File: config.mk
export PLATFORM = sky130hd
export DESIGN_NAME = rs_syndrome_calc_flat
export DESIGN_NICKNAME = d
export VERILOG_FILES = /design/src/rtl/rs_pkg.sv /design/src/rtl/rs_syndrome_calc_if.sv /design/src/rtl/rs_syndrome_calc_syn_cell.sv /design/src/rtl/rs_syndrome_calc.sv /design/src/flat_wrapper.sv
export SDC_FILE = /design/constraint.sdc
export NUM_CORES = 1
export LEC_CHECK = 0
export CAP_MARGIN = 20
export CORE_MARGIN = 2
export CORE_UTILIZATION = 59
export CTS_CLUSTER_SIZE = 20
export DETAILED_ROUTE_END_ITERATION = 8
export GPL_TIMING_DRIVEN = 1
export PLACE_DENSITY_LB_ADDON = 0.15
export SLEW_MARGIN = 20
export SYNTH_ARGS = -nofsm -noshare
export SYNTH_HDL_FRONTEND = slang
export SYNTH_SLANG_ARGS = --single-unit
File: constraint.sdc
create_clock -name CLK -period 3.55 [get_ports CLK]
set_input_delay 0.71 -clock CLK [delete_from_list [all_inputs] [get_ports CLK]]
set_output_delay 0.71 -clock CLK [all_outputs]
set_load 0.01 [all_outputs]
File: src/rtl/rs_pkg.sv
// Shared GF(16) definitions for the RS(15,11) decoder: field constants,
// alpha-power table, constant-multiplier helper and syndrome-stage states.
package rs_pkg;

    localparam int unsigned GF_W    = 4;
    localparam int unsigned RS_N    = 15;
    localparam int unsigned RS_K    = 11;
    localparam int unsigned RS_NSYN = 4;

    // x^4 + x + 1 with the x^4 term implied
    localparam logic [GF_W-1:0] PRIM_POLY = 4'b0011;

    localparam logic [GF_W-1:0] ALPHA_POW [RS_N] = '{
        4'h1, 4'h2, 4'h4, 4'h8, 4'h3, 4'h6, 4'hC, 4'hB,
        4'h5, 4'hA, 4'h7, 4'hE, 4'hF, 4'hD, 4'h9
    };

    typedef enum logic [1:0] {
        IDLE,
        ACC,
        DONE
    } state_t;

    // Shift-and-add GF multiply; with a constant operand it reduces to XORs.
    function automatic logic [GF_W-1:0] gf_mul(input logic [GF_W-1:0] a,
                                               input logic [GF_W-1:0] b);
        logic [GF_W-1:0] prod;
        logic [GF_W-1:0] x;
        prod = '0;
        x    = a;
        for (int unsigned i = 0; i < GF_W; i++) begin
            if (b[i]) prod = prod ^ x;
            x = {x[GF_W-2:0], 1'b0} ^ (x[GF_W-1] ? PRIM_POLY : '0);
        end
        return prod;
    endfunction

endpackage

File: src/rtl/rs_syndrome_calc_if.sv
// Symbol-in / syndrome-out bundle between the received-symbol source and
// the syndrome stage.
interface rs_syndrome_calc_if;
    import rs_pkg::*;

    logic [GF_W-1:0] DIN;
    logic            DIN_VALID;
    logic            SOF;
    logic [GF_W-1:0] syndrome0;
    logic [GF_W-1:0] syndrome1;
    logic [GF_W-1:0] syndrome2;
    logic [GF_W-1:0] syndrome3;
    logic            SYN_VALID;
    logic            ERR_FLAG;
    logic            BUSY;

    modport master (
        output DIN, DIN_VALID, SOF,
        input  syndrome0, syndrome1, syndrome2, syndrome3,
        input  SYN_VALID, ERR_FLAG, BUSY
    );

    modport slave (
        input  DIN, DIN_VALID, SOF,
        output syndrome0, syndrome1, syndrome2, syndrome3,
        output SYN_VALID, ERR_FLAG, BUSY
    );

endinterface

File: src/rtl/rs_syndrome_calc_syn_cell.sv
// One Horner cell: acc <- acc * alpha^ROOT_POW + din, with a load path for
// the first symbol. fb is the value the accumulator would take on enable.
module syn_cell
    import rs_pkg::*;
#(
    parameter int unsigned ROOT_POW = 1
) (
    input  logic            CLK,
    input  logic            RESET,
    input  logic            load,
    input  logic            en,
    input  logic [GF_W-1:0] din,
    output logic [GF_W-1:0] fb
);

    logic [GF_W-1:0] acc;

    assign fb = gf_mul(acc, ALPHA_POW[ROOT_POW]) ^ din;

    always_ff @(posedge CLK or posedge RESET) begin
        if (RESET)     acc <= '0;
        else if (load) acc <= din;
        else if (en)   acc <= fb;
    end

endmodule

File: src/rtl/rs_syndrome_calc.sv
// RS(15,11) syndrome stage: four parallel Horner cells evaluated at alpha^1..4.
// Define RS_SYN_ERR_FLAG_EN to register ERR_FLAG = |syndromes; otherwise it is 0.
module rs_syndrome_calc
    import rs_pkg::*;
(
    input logic               CLK,
    input logic               RESET,
    rs_syndrome_calc_if.slave bus
);

    state_t          state, state_d;
    logic [3:0]      cnt, cnt_d;
    logic            load, en, capture;
    logic [GF_W-1:0] fb    [RS_NSYN];
    logic [GF_W-1:0] syn_q [RS_NSYN];
    logic            syn_valid_q;

    genvar g;
    generate
        for (g = 0; g < RS_NSYN; g++) begin : g_cell
            syn_cell #(.ROOT_POW(g + 1)) u_cell (
                .CLK   (CLK),
                .RESET (RESET),
                .load  (load),
                .en    (en),
                .din   (bus.DIN),
                .fb    (fb[g])
            );
        end
    endgenerate

    always_ff @(posedge CLK or posedge RESET) begin
        if (RESET) begin
            state <= IDLE;
            cnt   <= '0;
        end else begin
            state <= state_d;
            cnt   <= cnt_d;
        end
    end

    // SOF in ACC restarts the codeword without touching the output registers.
    always_comb begin
        state_d = state;
        cnt_d   = cnt;
        load    = 1'b0;
        en      = 1'b0;
        capture = 1'b0;
        unique case (state)
            IDLE, DONE: begin
                state_d = IDLE;
                if (bus.DIN_VALID && bus.SOF) begin
                    load    = 1'b1;
                    cnt_d   = 4'd1;
                    state_d = ACC;
                end
            end
            ACC: begin
                if (bus.DIN_VALID && bus.SOF) begin
                    load  = 1'b1;
                    cnt_d = 4'd1;
                end else if (bus.DIN_VALID) begin
                    en = 1'b1;
                    if (cnt == 4'(RS_N - 1)) begin
                        capture = 1'b1;
                        cnt_d   = '0;
                        state_d = DONE;
                    end else begin
                        cnt_d = cnt + 4'd1;
                    end
                end
            end
            default: state_d = IDLE;
        endcase
    end

    always_ff @(posedge CLK or posedge RESET) begin
        if (RESET) begin
            syn_valid_q <= 1'b0;
            for (int unsigned j = 0; j < RS_NSYN; j++) syn_q[j] <= '0;
        end else begin
            syn_valid_q <= capture;
            if (capture) begin
                for (int unsigned j = 0; j < RS_NSYN; j++) syn_q[j] <= fb[j];
            end
        end
    end

`ifdef RS_SYN_ERR_FLAG_EN
    logic err_q;

    always_ff @(posedge CLK or posedge RESET) begin
        if (RESET)        err_q <= 1'b0;
        else if (capture) err_q <= |(fb[0] | fb[1] | fb[2] | fb[3]);
    end

    assign bus.ERR_FLAG = err_q;
`else
    assign bus.ERR_FLAG = 1'b0;
`endif

    assign bus.syndrome0 = syn_q[0];
    assign bus.syndrome1 = syn_q[1];
    assign bus.syndrome2 = syn_q[2];
    assign bus.syndrome3 = syn_q[3];
    assign bus.SYN_VALID = syn_valid_q;
    assign bus.BUSY      = (state == ACC);

endmodule

File: src/flat_wrapper.sv
// flat-port wrapper written by rule: the top's interface ports become plain ports
module rs_syndrome_calc_flat import rs_pkg::*;
  (CLK, RESET, bus_DIN, bus_DIN_VALID, bus_SOF, bus_syndrome0, bus_syndrome1, bus_syndrome2, bus_syndrome3, bus_SYN_VALID, bus_ERR_FLAG, bus_BUSY);
  rs_syndrome_calc_if bus_i ();
  input logic CLK;
  input logic RESET;
  input wire logic [$bits(bus_i.DIN)-1:0] bus_DIN;
  input wire logic [$bits(bus_i.DIN_VALID)-1:0] bus_DIN_VALID;
  input wire logic [$bits(bus_i.SOF)-1:0] bus_SOF;
  output wire logic [$bits(bus_i.syndrome0)-1:0] bus_syndrome0;
  output wire logic [$bits(bus_i.syndrome1)-1:0] bus_syndrome1;
  output wire logic [$bits(bus_i.syndrome2)-1:0] bus_syndrome2;
  output wire logic [$bits(bus_i.syndrome3)-1:0] bus_syndrome3;
  output wire logic [$bits(bus_i.SYN_VALID)-1:0] bus_SYN_VALID;
  output wire logic [$bits(bus_i.ERR_FLAG)-1:0] bus_ERR_FLAG;
  output wire logic [$bits(bus_i.BUSY)-1:0] bus_BUSY;
  assign bus_i.DIN = bus_DIN;
  assign bus_i.DIN_VALID = bus_DIN_VALID;
  assign bus_i.SOF = bus_SOF;
  assign bus_syndrome0 = bus_i.syndrome0;
  assign bus_syndrome1 = bus_i.syndrome1;
  assign bus_syndrome2 = bus_i.syndrome2;
  assign bus_syndrome3 = bus_i.syndrome3;
  assign bus_SYN_VALID = bus_i.SYN_VALID;
  assign bus_ERR_FLAG = bus_i.ERR_FLAG;
  assign bus_BUSY = bus_i.BUSY;
  rs_syndrome_calc u_core (.CLK(CLK), .RESET(RESET), .bus(bus_i));
endmodule
=== Yosys cells after proc, flatten, opt, wreduce, memory -nomap -nowiden ===
Index checks and enable logic that the tools add are counted.

* Bits in registers: 39
* Input port bits: 8
* Output and inout port bits: 19
* Logic and storage cells: 74

* Add/sub/neg operators: 1
* Equality and inequality tests: 8
* Muxes and demuxes: 34
* Bitwise logic cells: 12
* Reductions and logical operators: 8

{| class="wikitable"
|+ Operators with widths
! operator !! number
|-
| $mux W4 || 12
|-
| $xor A4 B4 Y4 || 8
|-
| $mux W2 || 10
|-
| $xor A4 B2 Y4 || 4
|-
| $mux W1 || 10
|-
| $pmux W4 S2 || 1
|-
| $reduce_and A3 Y1 || 2
|-
| $add A4 B1 Y4 const B || 1
|-
| $eq A4 B4 Y1 const B || 1
|-
| $ne A2 B1 Y1 const B || 2
|-
| $ne A2 B2 Y1 const B || 2
|-
| $pmux W2 S2 || 1
|-
| $reduce_bool A2 Y1 || 2
|-
| $ne A3 B2 Y1 const B || 1
|-
| $reduce_or A3 Y1 || 1
|-
| $eq A2 B1 Y1 const B || 1
|-
| $eq A2 B2 Y1 const B || 1
|-
| $logic_not A2 Y1 || 1
|-
| $reduce_or A2 Y1 || 1
|-
| $logic_and A1 B1 Y1 || 1
|}

=== Depth between registers and ports, before layout ===
Gate-level depths: netlist of the first run.

* Word-level depth: 9
* Mapped depth: 7
* Mapped depth without buffers: 6

=== Cells and area by module ===
Synthesis of the first run repeated with hierarchy kept, for this count alone.

* Cell total of the unflattened synthesis: 230
* Area, all modules: 2458.6 um^2

{| class="wikitable"
|+ Modules (own cells, without submodules)
! module !! times used !! cells an instance !! area an instance (um^2) !! seq. area each (um^2)
|-
| rs_syndrome_calc || 1 || 73 || 1051.0 || 575.6
|-
| syn_cell at u_core.g_cell[3].u_cell || 1 || 50 || 420.4 || 100.1
|-
| syn_cell at u_core.g_cell[2].u_cell || 1 || 42 || 384.1 || 100.1
|-
| syn_cell at u_core.g_cell[1].u_cell || 1 || 33 || 317.8 || 100.1
|-
| syn_cell at u_core.g_cell[0].u_cell || 1 || 32 || 285.3 || 100.1
|}

=== Least setup slack after synthesis of the first run ===
Ideal clock, no wire load.

* Path type: input port to flip-flop
* Start point: input bus_DIN[1]
* End point: register u_core.g_cell[0].u_cell.acc[1]
* Setup time: 126 ps
* Arrival: 1555 ps
* Data required time: 3424 ps
* Setup slack: 1869 ps
* Stages on the path: 4
* Path buffers: 1
* Cell sequence: clkbuf_1 inv_1 and3_1 a221o_1

* Word-level cells in the longest chain between the ends: 3

{| class="wikitable"
|+ Ends and longest elaborated chain
! element !! RTL line !! RTL
|-
| start: declaration || flat_wrapper.sv:7 || <nowiki>input wire logic [$bits(bus_i.DIN)-1:0] bus_DIN;</nowiki>
|-
| $xor A4 B4 Y4 || rs_syndrome_calc_syn_cell.sv:18 || <nowiki>assign fb = gf_mul(acc, ALPHA_POW[ROOT_POW]) ^ din;</nowiki>
|-
| $mux W4 || rs_syndrome_calc_syn_cell.sv:23 || <nowiki>else if (en) acc <= fb;</nowiki>
|-
| $mux W4 * || rs_syndrome_calc_syn_cell.sv:22 || <nowiki>else if (load) acc <= din;</nowiki>
|-
| end signal: assignment || rs_syndrome_calc_syn_cell.sv:22 ||
|-
| end: declaration || rs_syndrome_calc_syn_cell.sv:16 || <nowiki>logic [GF_W-1:0] acc;</nowiki>
|}

Every way passes the cells marked *; elsewhere a longest branch is shown, timed or not. The select of a mux whose other input is x is not followed.
A chain may end at the register's enable or synchronous reset.

=== Final worst setup path of the first run ===
* Start point: input bus_DIN_VALID
* End point: register u_core.syn_q, in the netlist u_core.bus.syndrome1[3]

* Word-level cells in the longest chain between the ends: 3
* Elaborated cells on any way between the ends: 4
* Those cells by class: mux (3); reduce/logical (1)

{| class="wikitable"
|+ Ends and longest elaborated chain
! element !! RTL line !! RTL
|-
| start: declaration || flat_wrapper.sv:8 || <nowiki>input wire logic [$bits(bus_i.DIN_VALID)-1:0] bus_DIN_VALID;</nowiki>
|-
| $mux W1 / $logic_and A1 B1 Y1 (equally long branches) || rs_syndrome_calc.sv:62, rs_syndrome_calc.sv:59 ||
|-
| $mux W1 * || rs_syndrome_calc.sv:59 || <nowiki>if (bus.DIN_VALID && bus.SOF) begin</nowiki>
|-
| $mux W1 * || rs_syndrome_calc.sv:49 || <nowiki>unique case (state)</nowiki>
|-
| end: declaration || rs_syndrome_calc.sv:15 || <nowiki>logic [GF_W-1:0] syn_q [RS_NSYN];</nowiki>
|}

Every way passes the cells marked *; elsewhere a longest branch is shown, timed or not.

==> results of run 1 <==
-- area by class of cell --
class / count / area share
clock inverter: 2 / 0.0147
multi-input combinational: 161 / 0.409
clock buffer: 6 / 0.0215
timing repair buffer: 27 / 0.111
tap: 46 / 0.0242
inverter: 6 / 0.00945
sequential: 39 / 0.410
-- final timing paths --
kind,startpoint,to,slack (ns),depth (start not counted)
setup reg to reg,u_core.state[1],u_core.bus.syndrome1[3],1.75,4
min in group asynchronous,RESET,u_core.state[0],0.76,3
max in group asynchronous,RESET,u_core.g_cell[3].u_cell.acc[1],2.47,3
setup / recovery,bus_DIN_VALID,u_core.bus.syndrome1[3],1.23,5
hold / removal,u_core.bus.syndrome2[1],u_core.bus.syndrome2[1],0.49,2
hold reg to reg,u_core.bus.syndrome2[1],u_core.bus.syndrome2[1],0.49,2
-- power breakdown --
part           internal (mW)  switching (mW)  total (mW)
Combinational          0.196           0.205       0.401
Clock                  0.166           0.148       0.314
Sequential             0.513           0.115       0.627
-- flip-flops by register name (all words and copies together), names as in the netlist --
register,cells
u_core.g_cell.u_cell.acc,16
u_core.bus.syndrome0,4
u_core.bus.syndrome1,4
u_core.bus.syndrome2,4
u_core.bus.syndrome3,4
u_core.cnt,4
u_core.state,2
u_core.bus.SYN_VALID,1
-- cells in the final DEF (no fill, tap or decap), types with 2 or more instances in the layout --
master	n
nor2_1	11
ha_1	2
inv_1	6
nor3b_1	2
nor3_1	3
o21ai_0	40
nand2_1	37
clkdlybuf4s50_1	25
xor2_1	10
dfrtp_1	39
a21oi_1	5
xnor2_1	16
o211ai_1	3
and3_1	4
buf_4	2
a221o_1	7
a22oi_1	5
nand3_1	5
clkbuf_4	5
-- worst reg2reg max path, cell delays in order, from the launching register on --
cell and delay [ns]:
dfrtp_1 0.43, and4bb_1 0.56, nand2_2 0.40, nand2_1 0.19, o21ai_0 0.10
-- per-layer routing --
metal	global-route usage	share of wire	up-vias
met3	0.0554	0.055	0
met5	0	0	-
li1	-	-	794
met4	0.0598	0	0
met2	0.368	0.47	45
met1	0.326	0.47	785
-- logic make-up after synthesis --
| group | synth area share |
|---|---|
| adder cells (fa/ha/maj) | 0.0121 |
| other | 0.00182 |
| AO/OA/AOI/OAI | 0.193 |
| flip-flops | 0.472 |
| buffers and inverters | 0.0557 |
| XOR/XNOR | 0.118 |
| AND/OR/NAND/NOR | 0.147 |
-- through the flow --
| step | util | setup WS, ns |
|---|---|---|
| final | 0.714 | 1.23 |
| after global routing | 0.714 | 1.13 |
| after CTS | 0.714 | 1.28 |
| after detailed placement | 0.688 | 0.886 |
| after global placement | 0.688 | 1.01 |
| after floorplan | - | 1.87 |
==> impl_metrics.env, run 1 <==
export IMPL_fillers=277
export IMPL_synth_area_per_cell_sq_um=9.22
export IMPL_total_power_mw=1.34
export IMPL_synth_distinct_cells=31
export IMPL_finalSetupViolCount=0
export IMPL_cts_resized=0
export IMPL_cap_violations=0
export IMPL_hold_viol=0
export IMPL_ctsHoldBuffers=0
export IMPL_cp_slowest_stage_delay_ns=0.62
export IMPL_io_buffers=25
export IMPL_start_util=0.619
export IMPL_detail_route_antenna_nets=0
export IMPL_num_rows=21
export IMPL_hold_class="reg2reg"
export IMPL_slew_headroom=0.624
export IMPL_num_vias=1624
export IMPL_cp_num_buf_inv=1
export IMPL_gp_congestion=0.861
export IMPL_synthFlopType="dfrtp_1"
export IMPL_place_area_sq_um=2300
export IMPL_cts_buffers_inserted=5
export IMPL_final_net_count=250
export IMPL_critPathLaunchType="input pin"
export IMPL_worstSkewPairLatency_ns=0.35
export IMPL_synth_top_area_frac=0.472
export IMPL_slew_viol_final=0
export IMPL_regArea_sq_um=976
export IMPL_grt_pass1_vias=1564
export IMPL_die_x_um=63.2
export IMPL_holdWs_ns=0.490
export IMPL_overflow=0
export IMPL_area_growth_pct=15.3
export IMPL_timing_final_crit_share=0.653
export IMPL_crit_slowest_cell="clkdlybuf4s50_1"
export IMPL_skew_ns=0.00355
export IMPL_clock_sinks=39
export IMPL_rsz0062_at_grt="no"
export IMPL_antenna_found_initial=0
export IMPL_fmax_mhz=432
export IMPL_synth_area_sq_um=2070
export IMPL_cp_required_ns=3.77
export IMPL_die_area_sq_um=3990
export IMPL_yosys_top_cells_area="dfrtp_1 47%, o21ai_0 9.7%, xnor2_1 6.8%"
export IMPL_finalWirelength_um=4180
export IMPL_h_tree_depth=2
export IMPL_clockBufferDepth=2
export IMPL_status="complete, no violations"
export IMPL_max_slew_worst_pin_slew_ns=0.563
export IMPL_finalSetupTns_ns=0
export IMPL_synth_edff_count=0
export IMPL_arrival_ns=2.54
export IMPL_worstSetupEndpointType="register"
export IMPL_post_cts_buffers=0
export IMPL_yosysSeqAreaShare=0.472
export IMPL_drive_above_1_share=0.0539
export IMPL_drt_iter0_markers=126
export IMPL_insertedDiodeCount=0
export IMPL_dp_cells=279
export IMPL_dp_hpwl_um=2990
export IMPL_io_pins=27
export IMPL_critical_path_class="in2reg"
export IMPL_multi_input_area_sq_um=975
export IMPL_leakagePower_nw=1.04
export IMPL_path_clk_slew_ns=0.11
export IMPL_track_usage=0.233
export IMPL_synth_most_common_cell="o21ai_0"
export IMPL_grt_pass1_wl_um=7320
export IMPL_period_needed_ns=2.32
export IMPL_wire_per_inst_um=14.6
export IMPL_die_h_um=63.2
export IMPL_ys_warn_count=0
export IMPL_cts_tree="built"
export IMPL_synthTopCellsByCount="40 x o21ai_0, 39 x dfrtp_1, 37 x nand2_1, 16 x xnor2_1, 12 x clkbuf_1"
export IMPL_synth_top_area_cell="dfrtp_1"
export IMPL_routed_via_density=5.66
export IMPL_powerDensity_nw_per_um2=564
export IMPL_design_area_sq_um=2380
export IMPL_path_cells="clkdlybuf4s50_1 -> and4bb_1 -> nand2_2 -> nand2_1 -> o21ai_0"
export IMPL_async_flop_share=1.00
export IMPL_fin_cells=287
export IMPL_cts_root_buf="clkbuf_4"
export IMPL_core_sq_um=3340
export IMPL_grt_max_degree=40
export IMPL_ys_seq_elements=39
export IMPL_firstDrtPassIters=4
export IMPL_critPathTopFamily="simple AND/OR/NAND/NOR gates"
export IMPL_ir_worst_vdd_v=0.000365
export IMPL_syn_nets=234
export IMPL_syn_inst=224
export IMPL_drc=0
export IMPL_cp_max_fo=34
Note: power is estimated with default switching activity, not from simulation.
==> inputs of run 2 (changes only) <==
--- a/config.mk
+++ b/config.mk
@@ -7,7 +7,7 @@
 export LEC_CHECK = 0
 export CAP_MARGIN = 20
 export CORE_MARGIN = 2
-export CORE_UTILIZATION = 59
+export CORE_UTILIZATION = 54
 export CTS_CLUSTER_SIZE = 20
 export DETAILED_ROUTE_END_ITERATION = 8
 export GPL_TIMING_DRIVEN = 1
==> constraint.sdc (replaced) <==
create_clock -name CLK -period 2.3 [get_ports CLK]
set_input_delay 0.46 -clock CLK [delete_from_list [all_inputs] [get_ports CLK]]
set_output_delay 0.46 -clock CLK [all_outputs]
set_load 0.01 [all_outputs]
==> impl_metrics.env, run 2 (synthesis results as in run 1) <==
export IMPL_critPathTopFamily="buffers and inverters"
export IMPL_cts_tree="built"
export IMPL_cap_violations=0
export IMPL_path_clk_slew_ns=0.07
export IMPL_clock_sinks=39
export IMPL_worst_r2r_path_depth=5
export IMPL_io_buffers=25
export IMPL_num_rows=22
export IMPL_drt_iter0_markers=119
export IMPL_cts_resized=0
export IMPL_hold_start="u_core.bus.syndrome0[3]"
export IMPL_area_growth_pct=20.2
export IMPL_slew_viol_final=0
export IMPL_cp_num_buf_inv=1
export IMPL_cp_slowest_stage_delay_ns=0.54
export IMPL_wire_per_inst_um=13.5
export IMPL_grt_pass1_vias=1529
export IMPL_start_util=0.564
export IMPL_gp_congestion=0.786
export IMPL_r2r_start="u_core.cnt[0]"
export IMPL_path_cells="nor2b_1 -> clkdlybuf4s50_1"
export IMPL_dp_hpwl_um=2750
export IMPL_final_common_cell="o21ai_0"
export IMPL_rsz0062_at_grt="no"
export IMPL_routed_via_density=5.54
export IMPL_total_power_mw=2.26
export IMPL_final_cell_mix="40 x o21ai_0, 39 x dfrtp_1, 37 x nand2_1"
export IMPL_period_needed_ns=1.85
export IMPL_overflow=0
export IMPL_num_vias=1641
export IMPL_status="complete, no violations"
export IMPL_largest_register_ffs=16
export IMPL_dp_cells=288
export IMPL_finalSetupViolCount=0
export IMPL_critical_path_class="reg2out"
export IMPL_hold_class="reg2reg"
export IMPL_antenna_found_initial=0
export IMPL_grt_max_degree=40
export IMPL_crit_slowest_cell="clkdlybuf4s50_1"
export IMPL_cts_root_buf="clkbuf_8"
export IMPL_regMostFlops="u_core.g_cell.u_cell.acc"
export IMPL_fmax_mhz=540
export IMPL_ctsHoldBuffers=0
export IMPL_post_cts_buffers=0
export IMPL_ir_worst_vdd_v=0.000523
export IMPL_finalSetupTns_ns=0
export IMPL_whs_path_depth=2
export IMPL_io_pins=27
export IMPL_timing_final_crit_share=0.805
export IMPL_drive_above_1_share=0.0766
export IMPL_worstSetupEndpointType="primary output"
export IMPL_clockBufferDepth=2
export IMPL_critPathLaunchType="register"
export IMPL_finish_utilization=0.678
export IMPL_insertedDiodeCount=0
export IMPL_die_h_um=65.9
export IMPL_leakagePower_nw=1.09
export IMPL_finalWirelength_um=4000
export IMPL_cp_required_ns=1.84
export IMPL_dpl_worst_slack_ns=0.315
export IMPL_final_net_count=257
export IMPL_r2r_end="u_core.bus.syndrome0[2]"
export IMPL_h_tree_depth=2
export IMPL_holdPathEnd="u_core.bus.syndrome0[3]"
export IMPL_powerDensity_nw_per_um2=910
export IMPL_cts_buffers_inserted=5
export IMPL_regArea_sq_um=976
export IMPL_fin_cells=296
export IMPL_detail_route_antenna_nets=0
export IMPL_grt_pass1_wl_um=7120
export IMPL_track_usage=0.217
export IMPL_worstSkewPairLatency_ns=0.29
export IMPL_die_area_sq_um=4340
export IMPL_core_sq_um=3660
export IMPL_firstDrtPassIters=4
export IMPL_skew_ns=0.00527
export IMPL_drc=0
export IMPL_die_x_um=65.9
export IMPL_fillers=318
export IMPL_arrival_ns=1.39
export IMPL_setup_ws_ns=0.448
export IMPL_multi_input_area_sq_um=975
export IMPL_cp_max_fo=6
export IMPL_ff2ff_setup_slack_ns=0.70
export IMPL_hold_viol=0
## run 2: where the power goes
part	switching [mW]	internal, mW	total, mW
sequential	0.170	0.793	0.962
combinational	0.316	0.312	0.628
clock	0.236	0.434	0.670
## run 2: through the flow
stage / instance area [sq um] / hold WS (ns)
after floorplan: 2070 / 0.486
after global placement: 2350 / 0.465
after detailed placement: 2350 / 0.472
after CTS: 2480 / 0.489
after global routing: 2480 / 0.499
final: 2480 / 0.486
## run 2: worst max-delay path by stage
stage | start | endpoint | cells after the start
final | u_core.state[0] | bus_BUSY | 2
after global routing | u_core.state[0] | bus_BUSY | 2
after CTS | u_core.state[0] | bus_BUSY | 2
after detailed placement | bus_SOF | u_core.g_cell[0].u_cell.acc[1] | 6
after global placement | bus_DIN_VALID | u_core.g_cell[3].u_cell.acc[0] | 5
after floorplan | bus_DIN[1] | u_core.g_cell[0].u_cell.acc[1] | 4
## run 2: area by class of cell
| type | instances | share of cell area |
|---|---|---|
| Sequential cell | 39 | 0.393 |
| Multi-Input combinational cell | 161 | 0.392 |
| Timing Repair Buffer | 34 | 0.128 |
| Clock buffer | 6 | 0.0292 |
| Clock inverter | 2 | 0.0242 |
| Tap cell | 48 | 0.0242 |
| Inverter | 6 | 0.00907 |
## run 2: routing by layer
layer  track usage  vias up  part of all wire
li1              -      803                 -
met1         0.276      782              0.47
met2         0.364       51              0.46
met3        0.0511        5             0.057
met4        0.0703        0             0.013
met5             0        -                 0
## run 2: worst register-to-register path, stage by stage (launching register included)
cell and delay (ns):
dfrtp_1 0.41, inv_1 0.06, ha_1 0.20, and3_1 0.23
nand2_2 0.38, o21ai_0 0.20
==> inputs of run 3 (changes only) <==
==> constraint.sdc (replaced) <==
create_clock -name CLK -period 1.8 [get_ports CLK]
set_input_delay 0.36 -clock CLK [delete_from_list [all_inputs] [get_ports CLK]]
set_output_delay 0.36 -clock CLK [all_outputs]
set_load 0.01 [all_outputs]
==> impl_metrics.env, run 3 (synthesis results as in run 1) <==
export IMPL_largest_register_ffs=16
export IMPL_track_usage=0.221
export IMPL_critPathLaunchType="input pin"
export IMPL_dp_cells=292
export IMPL_drive_above_1_share=0.0913
export IMPL_cts_root_buf="clkbuf_8"
export IMPL_post_cts_buffers=0
export IMPL_rsz0062_at_grt="no"
export IMPL_die_x_um=65.9
export IMPL_cp_max_fo=34
export IMPL_worstSetupEndpointType="register"
export IMPL_finalSetupViolCount=0
export IMPL_worst_r2r_path_depth=5
export IMPL_holdWs_ns=0.479
export IMPL_core_sq_um=3660
export IMPL_gp_congestion=0.796
export IMPL_grt_pass1_vias=1495
export IMPL_cts_buffers_inserted=5
export IMPL_powerDensity_nw_per_um2=1070
export IMPL_finish_utilization=0.685
export IMPL_cts_tree="built"
export IMPL_slew_viol_final=0
export IMPL_hold_start="u_core.bus.syndrome3[0]"
export IMPL_skew_ns=0.00429
export IMPL_worstSkewPairLatency_ns=0.29
export IMPL_io_buffers=25
export IMPL_fin_cells=300
export IMPL_fmax_mhz=638
export IMPL_r2r_start="u_core.state[1]"
export IMPL_path_clk_slew_ns=0.07
export IMPL_regMostFlops="u_core.g_cell.u_cell.acc"
export IMPL_cap_violations=0
export IMPL_clock_sinks=39
export IMPL_firstDrtPassIters=4
export IMPL_num_vias=1644
export IMPL_ctsHoldBuffers=0
export IMPL_total_power_mw=2.69
export IMPL_die_area_sq_um=4340
export IMPL_hold_class="reg2reg"
export IMPL_drt_iter0_markers=57
export IMPL_h_tree_depth=2
export IMPL_arrival_ns=1.76
export IMPL_detail_route_antenna_nets=0
export IMPL_leakagePower_nw=1.11
export IMPL_r2r_end="u_core.bus.syndrome2[1]"
export IMPL_start_util=0.564
export IMPL_setup_ws_ns=0.233
export IMPL_status="complete, no violations"
export IMPL_insertedDiodeCount=0
export IMPL_holdPathEnd="u_core.bus.syndrome3[0]"
export IMPL_final_net_count=261
export IMPL_whs_path_depth=2
export IMPL_hold_viol=0
export IMPL_dpl_worst_slack_ns=-0.0830
export IMPL_routed_via_density=5.48
export IMPL_final_cell_mix="40 x o21ai_0, 39 x dfrtp_1, 37 x nand2_1"
export IMPL_overflow=0
export IMPL_ir_worst_vdd_v=0.000601
export IMPL_num_rows=22
export IMPL_antenna_found_initial=0
export IMPL_grt_max_degree=40
export IMPL_critical_path_class="in2reg"
export IMPL_io_pins=27
export IMPL_grt_pass1_wl_um=7130
export IMPL_dp_hpwl_um=2950
export IMPL_period_needed_ns=1.57
export IMPL_wire_per_inst_um=13.9
export IMPL_area_growth_pct=21.4
export IMPL_ff2ff_setup_slack_ns=0.31
export IMPL_cp_required_ns=2.00
export IMPL_cts_resized=0
export IMPL_finalWirelength_um=4160
export IMPL_die_h_um=65.9
export IMPL_clockBufferDepth=2
export IMPL_timing_final_crit_share=0.870
export IMPL_final_common_cell="o21ai_0"
export IMPL_drc=0
run 3: changes by cell type in the layout (fill, tap and decap cells not counted):
cell             before  now
buf_12                0    2
buf_4                 9   11
bufinv_16             2    0
clkbuf_8              5    7
clkdlybuf4s50_1      25   24
dlymetal6s2s_1        0    1
run 3: worst max-delay path, cell delays in order:
cell and delay [ns]:
clkdlybuf4s50_1 0.42, and4bb_1 0.33, buf_4 0.20, nand2_2 0.08, buf_12 0.16, o21ai_0 0.21
run 3: worst max-delay path by stage:
stage / to / slack, ns / startpoint
after CTS: bus_BUSY / 0.03 / u_core.state[0]
after global placement: u_core.bus.syndrome1[1] / -0.002 / bus_DIN_VALID
final: u_core.bus.syndrome2[1] / 0.23 / bus_SOF
after detailed placement: u_core.bus.syndrome2[1] / -0.08 / bus_SOF
after floorplan: u_core.bus.syndrome1[0] / 0.41 / u_core.cnt[0]
after global routing: u_core.cnt[2] / 0.14 / bus_SOF
run 3: routing by layer:
layer,track usage,vias up,wire [um]
met2,0.348,36,1930
li1,-,816,-
met5,0,-,0
met1,0.292,784,1980
met4,0.0885,0,76
met3,0.0562,8,178
run 3: layout make-up:
| cell class | count | area [sq um] |
|---|---|---|
| Clock buffer | 8 | 100 |
| Fill cell | 306 | 1150 |
| Inverter | 6 | 22.5 |
| Multi-Input combinational cell | 161 | 975 |
| Sequential cell | 39 | 976 |
| Tap cell | 48 | 60.1 |
| Timing Repair Buffer | 38 | 375 |
run 3: power breakdown:
part | internal [mW] | leakage [nW] | switching, mW | total [mW]
logic | 0.408 | 0.552 | 0.399 | 0.807
clock network | 0.350 | 0.0515 | 0.291 | 0.641
registers | 1.01 | 0.505 | 0.233 | 1.25
total | 1.77 | 1.11 | 0.923 | 2.69
run 3: through the flow:
stage	cell area [sq um]	setup TNS (ns)
floorplan	2070	0
global placement	2410	-0.00337
detailed placement	2410	-0.759
CTS	2510	0
global route	2510	0
finish	2510	0
